## src/rtl/dmem_ctrl.sv

```systemverilog
// MEM-stage data-memory sequencer: issues one request per instruction, freezes the
// upstream pipeline while the access is outstanding, and owns halt/error retirement.
module dmem_ctrl #(
  parameter int TIMEOUT = 64,
  parameter int CNT_W   = 7
) (
  input  logic        clk,
  input  logic        rst,
  input  logic        mem_en_EX_MEM,
  input  logic        mem_wr_EX_MEM,
  input  logic [15:0] alu_out_EX_MEM,
  input  logic [15:0] writedata_EX_MEM,
  input  logic        halt_EX_MEM,
  input  logic        dmem_done,
  input  logic        dmem_err,
  input  logic [15:0] dmem_rdata,
  output logic        dmem_rd,
  output logic        dmem_wr,
  output logic [15:0] dmem_addr,
  output logic [15:0] dmem_wdata,
  output logic [15:0] mem_rdata,
  output logic        pipe_stall,
  output logic        bubble_MEM_WB,
  output logic        halt_out,
  output logic        err_out,
  output logic [1:0]  dbg_state
);

  typedef enum logic [1:0] {
    S_IDLE   = 2'd0,
    S_WAIT   = 2'd1,
    S_HALTED = 2'd2,
    S_ERR    = 2'd3
  } state_t;

  state_t           state_q, state_d;
  logic [CNT_W-1:0] cnt_q, cnt_d;
  logic             load_act;

  assign dmem_addr  = alu_out_EX_MEM;
  assign dmem_wdata = writedata_EX_MEM;
  assign halt_out   = (state_q == S_HALTED);
  assign err_out    = (state_q == S_ERR);
  assign dbg_state  = state_q;
  assign mem_rdata  = (dmem_done && load_act) ? dmem_rdata : 16'h0000;

  always_comb begin
    state_d       = state_q;
    cnt_d         = cnt_q;
    dmem_rd       = 1'b0;
    dmem_wr       = 1'b0;
    pipe_stall    = 1'b0;
    bubble_MEM_WB = 1'b0;
    load_act      = 1'b0;
    case (state_q)
      S_IDLE: begin
        if (mem_en_EX_MEM) begin
          if (alu_out_EX_MEM[0]) begin
            state_d       = S_ERR;
            pipe_stall    = 1'b1;
            bubble_MEM_WB = 1'b1;
          end else begin
            dmem_rd  = ~mem_wr_EX_MEM;
            dmem_wr  = mem_wr_EX_MEM;
            load_act = ~mem_wr_EX_MEM;
            if (dmem_done) begin
              if (dmem_err) begin
                state_d       = S_ERR;
                pipe_stall    = 1'b1;
                bubble_MEM_WB = 1'b1;
              end else if (halt_EX_MEM) begin
                state_d = S_HALTED;
              end
            end else begin
              state_d       = S_WAIT;
              pipe_stall    = 1'b1;
              bubble_MEM_WB = 1'b1;
              cnt_d         = CNT_W'(1);
            end
          end
        end else if (halt_EX_MEM) begin
          // HALT itself retires, so no bubble this cycle.
          state_d = S_HALTED;
        end
      end
      S_WAIT: begin
        // The memory latched the request when it was issued; never reissue.
        load_act = ~mem_wr_EX_MEM;
        if (dmem_done) begin
          if (dmem_err) begin
            state_d       = S_ERR;
            pipe_stall    = 1'b1;
            bubble_MEM_WB = 1'b1;
          end else begin
            state_d = halt_EX_MEM ? S_HALTED : S_IDLE;
          end
        end else begin
          pipe_stall    = 1'b1;
          bubble_MEM_WB = 1'b1;
          if (cnt_q == CNT_W'(TIMEOUT)) state_d = S_ERR;
          else                          cnt_d   = cnt_q + CNT_W'(1);
        end
      end
      default: begin
        pipe_stall    = 1'b1;
        bubble_MEM_WB = 1'b1;
      end
    endcase
  end

  always_ff @(posedge clk) begin
    if (rst) begin
      state_q <= S_IDLE;
      cnt_q   <= '0;
    end else begin
      state_q <= state_d;
      cnt_q   <= cnt_d;
    end
  end

endmodule

```

## config.mk

```make
export PLATFORM = sky130hd
export DESIGN_NAME = dmem_ctrl
export DESIGN_NICKNAME = d
export VERILOG_FILES = /design/src/rtl/dmem_ctrl.sv
export SDC_FILE = /design/constraint.sdc
export NUM_CORES = 1
export LEC_CHECK = 0
export BUFFER_PORTS_ARGS = -buffer_cell sky130_fd_sc_hd__buf_4
export CORE_MARGIN = 3
export CORE_UTILIZATION = 35
export CTS_BUF_LIST = sky130_fd_sc_hd__clkbuf_8
export CTS_CLUSTER_DIAMETER = 80
export DETAILED_ROUTE_END_ITERATION = 8
export GPL_TIMING_DRIVEN = 0
export PLACE_DENSITY_LB_ADDON = 0.25
export RECOVER_POWER = 50
export SETUP_SLACK_MARGIN = 0.15
export SLEW_MARGIN = 20
export SYNTH_ARGS = -nofsm -noshare
export SYNTH_HDL_FRONTEND = slang
export SYNTH_SLANG_ARGS = --single-unit
```

## constraint.sdc

```tcl
create_clock -name clk -period 1.8 [get_ports clk]
set_input_delay 0.18 -clock clk [delete_from_list [all_inputs] [get_ports clk]]
set_output_delay 0.18 -clock clk [all_outputs]
set_load 0.01 [all_outputs]
```

# == Word-level counts from Yosys, hierarchy flattened ==
# Cells that the tools add are included.
# totals
latch_bits,0
n_memories,0
rom_bits,0
ramBits,0
register_bits,9
output_inout_bits,56
in_bits,55
# classes
bitwise_logic,1
muxes,29
div,0
order_cmp,0
n_reduce_logical,5
multipliers,0
n_eq_ne,10
shifts,0
add_sub_neg,1
# op_table
operator,n
7-bit 2-to-1 mux,5
2-bit 2-to-1 mux,9
16-bit 2-to-1 mux,1
7-bit one-hot mux with 2 select lines,1
1-bit 2-to-1 mux,10
"2-bit != test, second input constant",5
"7-bit by 1-bit adder with 7-bit output, second input constant",1
"7-bit == test, second input constant",1
6-bit AND reduction,1
"2-bit == test, second input constant",2
1-bit one-hot mux with 2 select lines,2
2-bit one-hot mux with 2 select lines,1
"3-bit != test, second input constant",1
"2-bit by 1-bit == test with 1-bit output, second input constant",1
2-bit zero test,1
2-bit AND reduction,1
2-bit nonzero test,1
1-bit logical AND,1
1-bit NOT,1

# == Logic depth before layout (Yosys ltp) ==
# Gate-level depths: netlist (run 1).
# logic_depth
word_depth,6
depth_mapped,6
mapped_depth_nobuf,6

# == Least setup slack after synthesis (run 1) ==
# No wires, ideal clock.
# synth_timing
path_type,flip-flop to output port
startpoint,"register state_q[0], in the netlist dbg_state[0]"
endpoint,output port mem_rdata[10]
path_buffers,2
stages_incl_launch_ff,6
required_time_ns,1.620
path_slack_ns,0.312
arrival_time_ns,1.308
cell_sequence,dfxtp_1 -> buf_4 -> inv_2 -> a2111oi_4 -> buf_6 -> and2_1
# synth_between
elab_chain_cells,4
elab_cells_between_ends,5
cone_classes,eq/ne: 1; mux: 2; reduce/logical: 2
# synth_rtl
element,line_no,text
"start, declared",36,"state_t state_q, state_d;"
"start signal, assigned",116,state_q <= state_d;
2-bit by 1-bit == test with 1-bit output or 2-bit zero test (tied branches),55,case (state_q)
1-bit one-hot mux with 2 select lines *,55,
1-bit logical AND *,45,assign mem_rdata = (dmem_done && load_act) ? dmem_rdata : 16'h0000;
16-bit 2-to-1 mux *,45,
"end, declared",21,"output logic [15:0] mem_rdata,"
# Mark *: on every way between the ends. The rest lies on a longest branch, timed or not.

# == Worst setup path after layout (run 1) ==
# layout_timing
startpoint,"register state_q[0], in the netlist dbg_state[0]"
endpoint,output port mem_rdata[0]
# Same word-level chain as after synthesis.

==> results.sh, run 1 <==
export IMPL_status="finished clean"
export IMPL_crit_type="reg2out"
export IMPL_cpMaxStageDelayCell="a2111oi_4"
export IMPL_syn_inst=123
export IMPL_die_w_um=58.6
export IMPL_grt_usage_pct=17.0
export IMPL_viasPerCell=4.89
export IMPL_skew_ns=0.00212
export IMPL_yosys_area_top_type_share_pct=26.4
export IMPL_hold_violations=0
export IMPL_drt_first_pass_iters=4
export IMPL_drive_gt1_share_pct=49.3
export IMPL_synth_top_cell_by_area="buf_4"
export IMPL_cts_hold_buf=0
export IMPL_dp_cells=231
export IMPL_synth_seq_cells=9
export IMPL_power_density_mw_per_mm2=476
export IMPL_gp_congestion=0.788
export IMPL_synthTopCellsByArea="buf_4, dfxtp_1, and2_1"
export IMPL_netSwitchingPower_uw=228
export IMPL_clk_pin_slew_ns=0.04
export IMPL_grt_max_degree=11
export IMPL_dieArea_mm2=0.00343
export IMPL_cts_tree="done"
export IMPL_syn_to_final_growth_pct=65.1
export IMPL_grt_overflow_total=0
export IMPL_clockRootBuffer="clkbuf_8"
export IMPL_cp_arrival_ns=1.51
export IMPL_grt_pass1_vias=1088
export IMPL_end_kind="primary output"
export IMPL_final_common_cell="buf_4"
export IMPL_cp_required_ns=1.62
export IMPL_io_pins=111
export IMPL_power_frac_seq_pct=28.5
export IMPL_top_usage_layer="met2"
export IMPL_antenna_cells=0
export IMPL_cts_buffer_depth=2
export IMPL_hpwl_um=2620
export IMPL_maxSlewHeadroom_pct=72.0
export IMPL_io_buffer_count=78
export IMPL_synth_distinct_cells=31
export IMPL_synth_warnings=0
export IMPL_tightestPinTransition_ns=0.420
export IMPL_fmax_mhz=590
export IMPL_clk_latency_ns=0.23
export IMPL_antenna_found_initial=0
export IMPL_initial_utilization_pct=38.1
export IMPL_switching_share_pct=30.0
export IMPL_crit_top_cell="buf_6"
export IMPL_syn_num_nets=180
export IMPL_stdcell_area_mm2=0.00160
export IMPL_setup_tns_final_ns=0
export IMPL_worst_path_max_fanout=5
export IMPL_hold_class="in2reg"
export IMPL_grt_pass1_wl_um=4640
export IMPL_fin_crit_ns=1.69
export IMPL_fp_coreArea_mm2=0.00254
export IMPL_syn_area_per_cell_um2=7.87
export IMPL_wire_per_inst_um=13.0
export IMPL_grt_use_met2_pct=32.2
export IMPL_intPower_uw=533
export IMPL_syn_area_um2=968
export IMPL_synth_seq_area_share_pct=18.6
export IMPL_maxCapViolCount=0
export IMPL_dieHeight_um=58.6
export IMPL_final_cells=239
export IMPL_fin_crit_sh_pct=94.1
export IMPL_wl_um=3110
export IMPL_worstPathCellList="buf_6, inv_6, a2111oi_4, buf_4, and2_4, buf_6"
export IMPL_ant_nets=0
export IMPL_use_met1_pct=18.8
export IMPL_pwr_share_comb_pct=41.3
export IMPL_p_leak_uw=0.000767
export IMPL_final_cell_mix="buf_4, clkbuf_1, and2_1"
export IMPL_cp_buffers_inverters=4
export IMPL_num_vias=1168
export IMPL_worst_hold_slack_ns=0.205
export IMPL_use_met3_pct=3.29
export IMPL_nNetsFinal=267
export IMPL_path_delay_family="buffers and inverters"
export IMPL_ir_drop_v=0.000398
export IMPL_p_clk_share_pct=30.2
export IMPL_drt_initial_drc_count=37
export IMPL_rows=18
export IMPL_cts_buffers=3
export IMPL_finalMaxSlewViolations=0
export IMPL_startpoint_type="flop"
export IMPL_cts_htree_levels=1
export IMPL_slowest_delay_ns=0.37
export IMPL_placed_area_mm2=0.00159
export IMPL_rsz0062_at_grt="true"
export IMPL_finalSetupViolations=0
export IMPL_cts_sinks=9
export IMPL_drcViolationCount=0
## state kept, by name (all words and copies together), names as in the netlist
signal     cells
cnt_q          7
dbg_state      2
## cells in the mapped netlist, drive strengths merged
library cell   n
nand2          5
o21bai         1
o31a           1
inv            7
a211oi         3
nand2b         2
a21oi          4
ha             2
nor3           1
a311oi         1
o21ai          4
nor2b          2
a31oi          8
nor4           1
a2111oi        1
a41oi          2
and2          16
o211ai         1
and3           3
nand3          2
nor2           4
dfxtp          9
o2bb2ai        1
o21a           1
and4           1
or3            3
nor4b          1
buf           36
## final cells by class
| class | instances | area [um^2] |
|---|---|---|
| tap | 30 | 37.5 |
| buffer | 36 | 274 |
| timing repair buffer | 82 | 510 |
| clock buffer | 3 | 41.3 |
| sequential | 9 | 181 |
| clock inverter | 1 | 3.75 |
| fill | 252 | 946 |
| multi-input combinational | 71 | 519 |
| inverter | 7 | 31.3 |
## timing repair
item	4_1_cts	5_1_grt
pin swaps	5	1
setup buffers	4	0
setup endpoints to repair	16	23
resized for setup	12	4
## layer usage
| layer | share of wire (%) | wire, um |
|---|---|---|
| met5 | 0 | 0 |
| met4 | 1.6 | 50 |
| met3 | 8.7 | 269 |
| met2 | 56 | 1750 |
| met1 | 33 | 1040 |
## power by group through the flow
stage / Combinational, uW / Clock, uW / Sequential, uW
after CTS: 343 / 234 / 216
final: 314 / 230 / 217
after detailed placement: 323 / 0 / 219
after global routing: 342 / 250 / 217
after floorplan: 168 / 0 / 220
after global placement: 318 / 0 / 219
## cells by family (layout without fill, tap and decap cells)
kind of cell | Yosys count | count (layout) | synth area share (%)
AOI/OAI and AO/OA | 28 | 28 | 21.7
adders and majority gates | 2 | 2 | 2.58
buffers and inverters | 43 | 129 | 30.6
DFF | 9 | 9 | 18.6
and+or+nand+nor | 41 | 41 | 26.5
## path summary, 6_finish.rpt
check | slack (ns) | endpoint | cells past startpoint | startpoint
worst max-delay path | 0.11 | mem_rdata[0] | 6 | dbg_state[0]
worst min register to register | 0.47 | cnt_q[6] | 1 | cnt_q[6]
worst min-delay path | 0.21 | dbg_state[0] | 2 | dmem_done
worst max register to register | 0.30 | cnt_q[3] | 6 | cnt_q[0]
## per-stage QoR
stage | setup slack, ns | power [uW] | util [%]
2_1_floorplan | 0.312 | 388 | -
3_3_place_gp | 0.197 | 537 | 62.5
3_5_place_dp | 0.143 | 542 | 62.5
4_1_cts | 0.0745 | 794 | 66.9
5_1_grt | 0.0175 | 810 | 62.8
6_report | 0.106 | 760 | 62.8
(Power assumes the default switching activity.)
==> inputs of run 2 (changes only) <==
--- a/config.mk
+++ b/config.mk
@@ -15,7 +15,6 @@
 export PLACE_DENSITY_LB_ADDON = 0.25
 export RECOVER_POWER = 50
 export SETUP_SLACK_MARGIN = 0.15
-export SLEW_MARGIN = 20
 export SYNTH_ARGS = -nofsm -noshare
 export SYNTH_HDL_FRONTEND = slang
 export SYNTH_SLANG_ARGS = --single-unit
==> constraint.sdc (replaced) <==
create_clock -name clk -period 1.8 [get_ports clk]
set_input_delay 0.18 -clock clk [delete_from_list [all_inputs] [get_ports clk]]
set_output_delay 0.18 -clock clk [all_outputs]
set_load 0.005 [all_outputs]
==> results.sh, run 2 (synthesis results as in run 1) <==
export IMPL_status="finished clean"
export IMPL_largest_reg_flops=7
export IMPL_slowest_delay_ns=0.37
export IMPL_use_met3_pct=3.29
export IMPL_cp_arrival_ns=1.50
export IMPL_clk_latency_ns=0.23
export IMPL_setup_tns_final_ns=0
export IMPL_hold_class="in2reg"
export IMPL_grt_use_met2_pct=32.2
export IMPL_placed_area_mm2=0.00159
export IMPL_grt_pass1_wl_um=4670
export IMPL_gp_congestion=0.788
export IMPL_top_usage_layer="met2"
export IMPL_nNetsFinal=267
export IMPL_startpoint_type="flop"
export IMPL_initial_utilization_pct=38.1
export IMPL_finalMaxSlewViolations=0
export IMPL_use_met1_pct=19.1
export IMPL_drcViolationCount=0
export IMPL_holdPathStages=2
export IMPL_dieHeight_um=58.6
export IMPL_final_fill_count=232
export IMPL_rrSetupSlack_ns=0.30
export IMPL_viasPerCell=4.85
export IMPL_worstRegToRegCells=6
export IMPL_antenna_cells=0
export IMPL_antenna_found_initial=0
export IMPL_dieArea_mm2=0.00343
export IMPL_tightestPinTransition_ns=0.418
export IMPL_hpwl_um=2620
export IMPL_max_flop_register="cnt_q"
export IMPL_path_delay_family="buffers and inverters"
export IMPL_finalSetupViolations=0
export IMPL_fin_crit_sh_pct=93.5
export IMPL_worst_path_max_fanout=5
export IMPL_clockRootBuffer="clkbuf_8"
export IMPL_wl_um=3110
export IMPL_fin_crit_ns=1.68
export IMPL_cts_buffer_depth=2
export IMPL_grt_max_degree=11
export IMPL_grt_pass1_vias=1088
export IMPL_io_buffer_count=78
export IMPL_maxSlewHeadroom_pct=72.1
export IMPL_io_pins=111
export IMPL_final_cell_mix="buf_4, clkbuf_4, and2_1"
export IMPL_worst_hold_slack_ns=0.208
export IMPL_end_kind="primary output"
export IMPL_drt_first_pass_iters=4
export IMPL_ant_nets=0
export IMPL_cts_sinks=9
export IMPL_grt_overflow_total=0
export IMPL_final_common_cell="buf_4"
export IMPL_worstPathCellList="buf_6, inv_6, a2111oi_4, buf_4, and2_4, buf_6"
export IMPL_clk_pin_slew_ns=0.04
export IMPL_hold_start="dmem_done"
export IMPL_cts_buffers=3
export IMPL_crit_cells=6
export IMPL_cpMaxStageDelayCell="a2111oi_4"
export IMPL_pre_cts_slack_ns=0.154
export IMPL_rr_endpoint="cnt_q[3]"
export IMPL_maxCapViolCount=0
export IMPL_grt_usage_pct=17.1
export IMPL_reg2reg_from="cnt_q[0]"
export IMPL_num_vias=1158
export IMPL_stdcell_area_mm2=0.00170
export IMPL_cts_tree="done"
export IMPL_rsz0062_at_grt="true"
export IMPL_drt_initial_drc_count=27
export IMPL_rows=18
export IMPL_crit_type="reg2out"
export IMPL_cts_hold_buf=0
export IMPL_crit_start="dbg_state[0]"
export IMPL_fp_coreArea_mm2=0.00254
export IMPL_power_density_mw_per_mm2=443
export IMPL_wire_per_inst_um=13.0
export IMPL_crit_top_cell="buf_6"
export IMPL_hold_violations=0
export IMPL_setup_ws_ns=0.117
export IMPL_cp_required_ns=1.62
export IMPL_skew_ns=0.00115
export IMPL_syn_to_final_growth_pct=75.7
export IMPL_cp_buffers_inverters=4
export IMPL_fmax_mhz=594
export IMPL_cts_htree_levels=1
export IMPL_drive_gt1_share_pct=62.2
export IMPL_p_leak_uw=0.000862
export IMPL_ir_drop_v=0.000394
export IMPL_hold_end="dbg_state[0]"
export IMPL_die_w_um=58.6
## run 2: cell types whose count changed in the layout (fill, tap and decap cells not counted)
cell and delta:
clkbuf_1 -28, and2_4 -1, clkbuf_4 +28, and2_1 +1
## run 2: timing repair
| item | in CTS | in global routing |
|---|---|---|
| pin swaps | 3 | 4 |
| setup endpoints to repair | 16 | 23 |
| setup buffers | 4 | 0 |
| gates resized for setup | 8 | 7 |
## run 2: layout make-up
type                    instances  area [um^2]  share of cell area, %
clock buffers                   3         41.3                   2.43
well taps                      30         37.5                   2.21
clock inverters                 1         3.75                  0.221
flip-flops and latches          9          181                   10.7
multi-input cells              71          517                   30.4
inverters                       7         31.3                   1.84
repair buffers                 82          616                   36.2
plain buffers                  36          274                   16.1
## run 2: worst max path at each step
stage	end	slack, ns
4_1_cts	mem_rdata[14]	0.09
6_report	mem_rdata[0]	0.12
3_5_place_dp	mem_rdata[14]	0.15
2_1_floorplan	mem_rdata[10]	0.39
3_3_place_gp	mem_rdata[8]	0.21
5_1_grt	mem_rdata[0]	0.03
## run 2: per-stage QoR
| step | util [%] | power [uW] | instances |
|---|---|---|---|
| floorplan | - | 362 | 123 |
| global placement | 62.5 | 511 | 231 |
| detailed placement | 62.5 | 516 | 231 |
| CTS | 66.4 | 766 | 239 |
| global route | 66.9 | 806 | 239 |
| finish | 66.9 | 754 | 239 |
## run 2: where the power goes
part           leakage [uW]  internal (uW)  total, uW  switching, uW
logic              0.000761            197        310            114
registers         0.0000735            208        217           9.10
clock network     0.0000269            148        227           78.3
total              0.000862            553        754            201
## run 2: layer usage
| metal | routed length, um | up-vias |
|---|---|---|
| met4 | 40 | 0 |
| met5 | 0 | - |
| met3 | 236 | 4 |
| met1 | 1070 | 519 |
| met2 | 1760 | 66 |
| li1 | - | 569 |
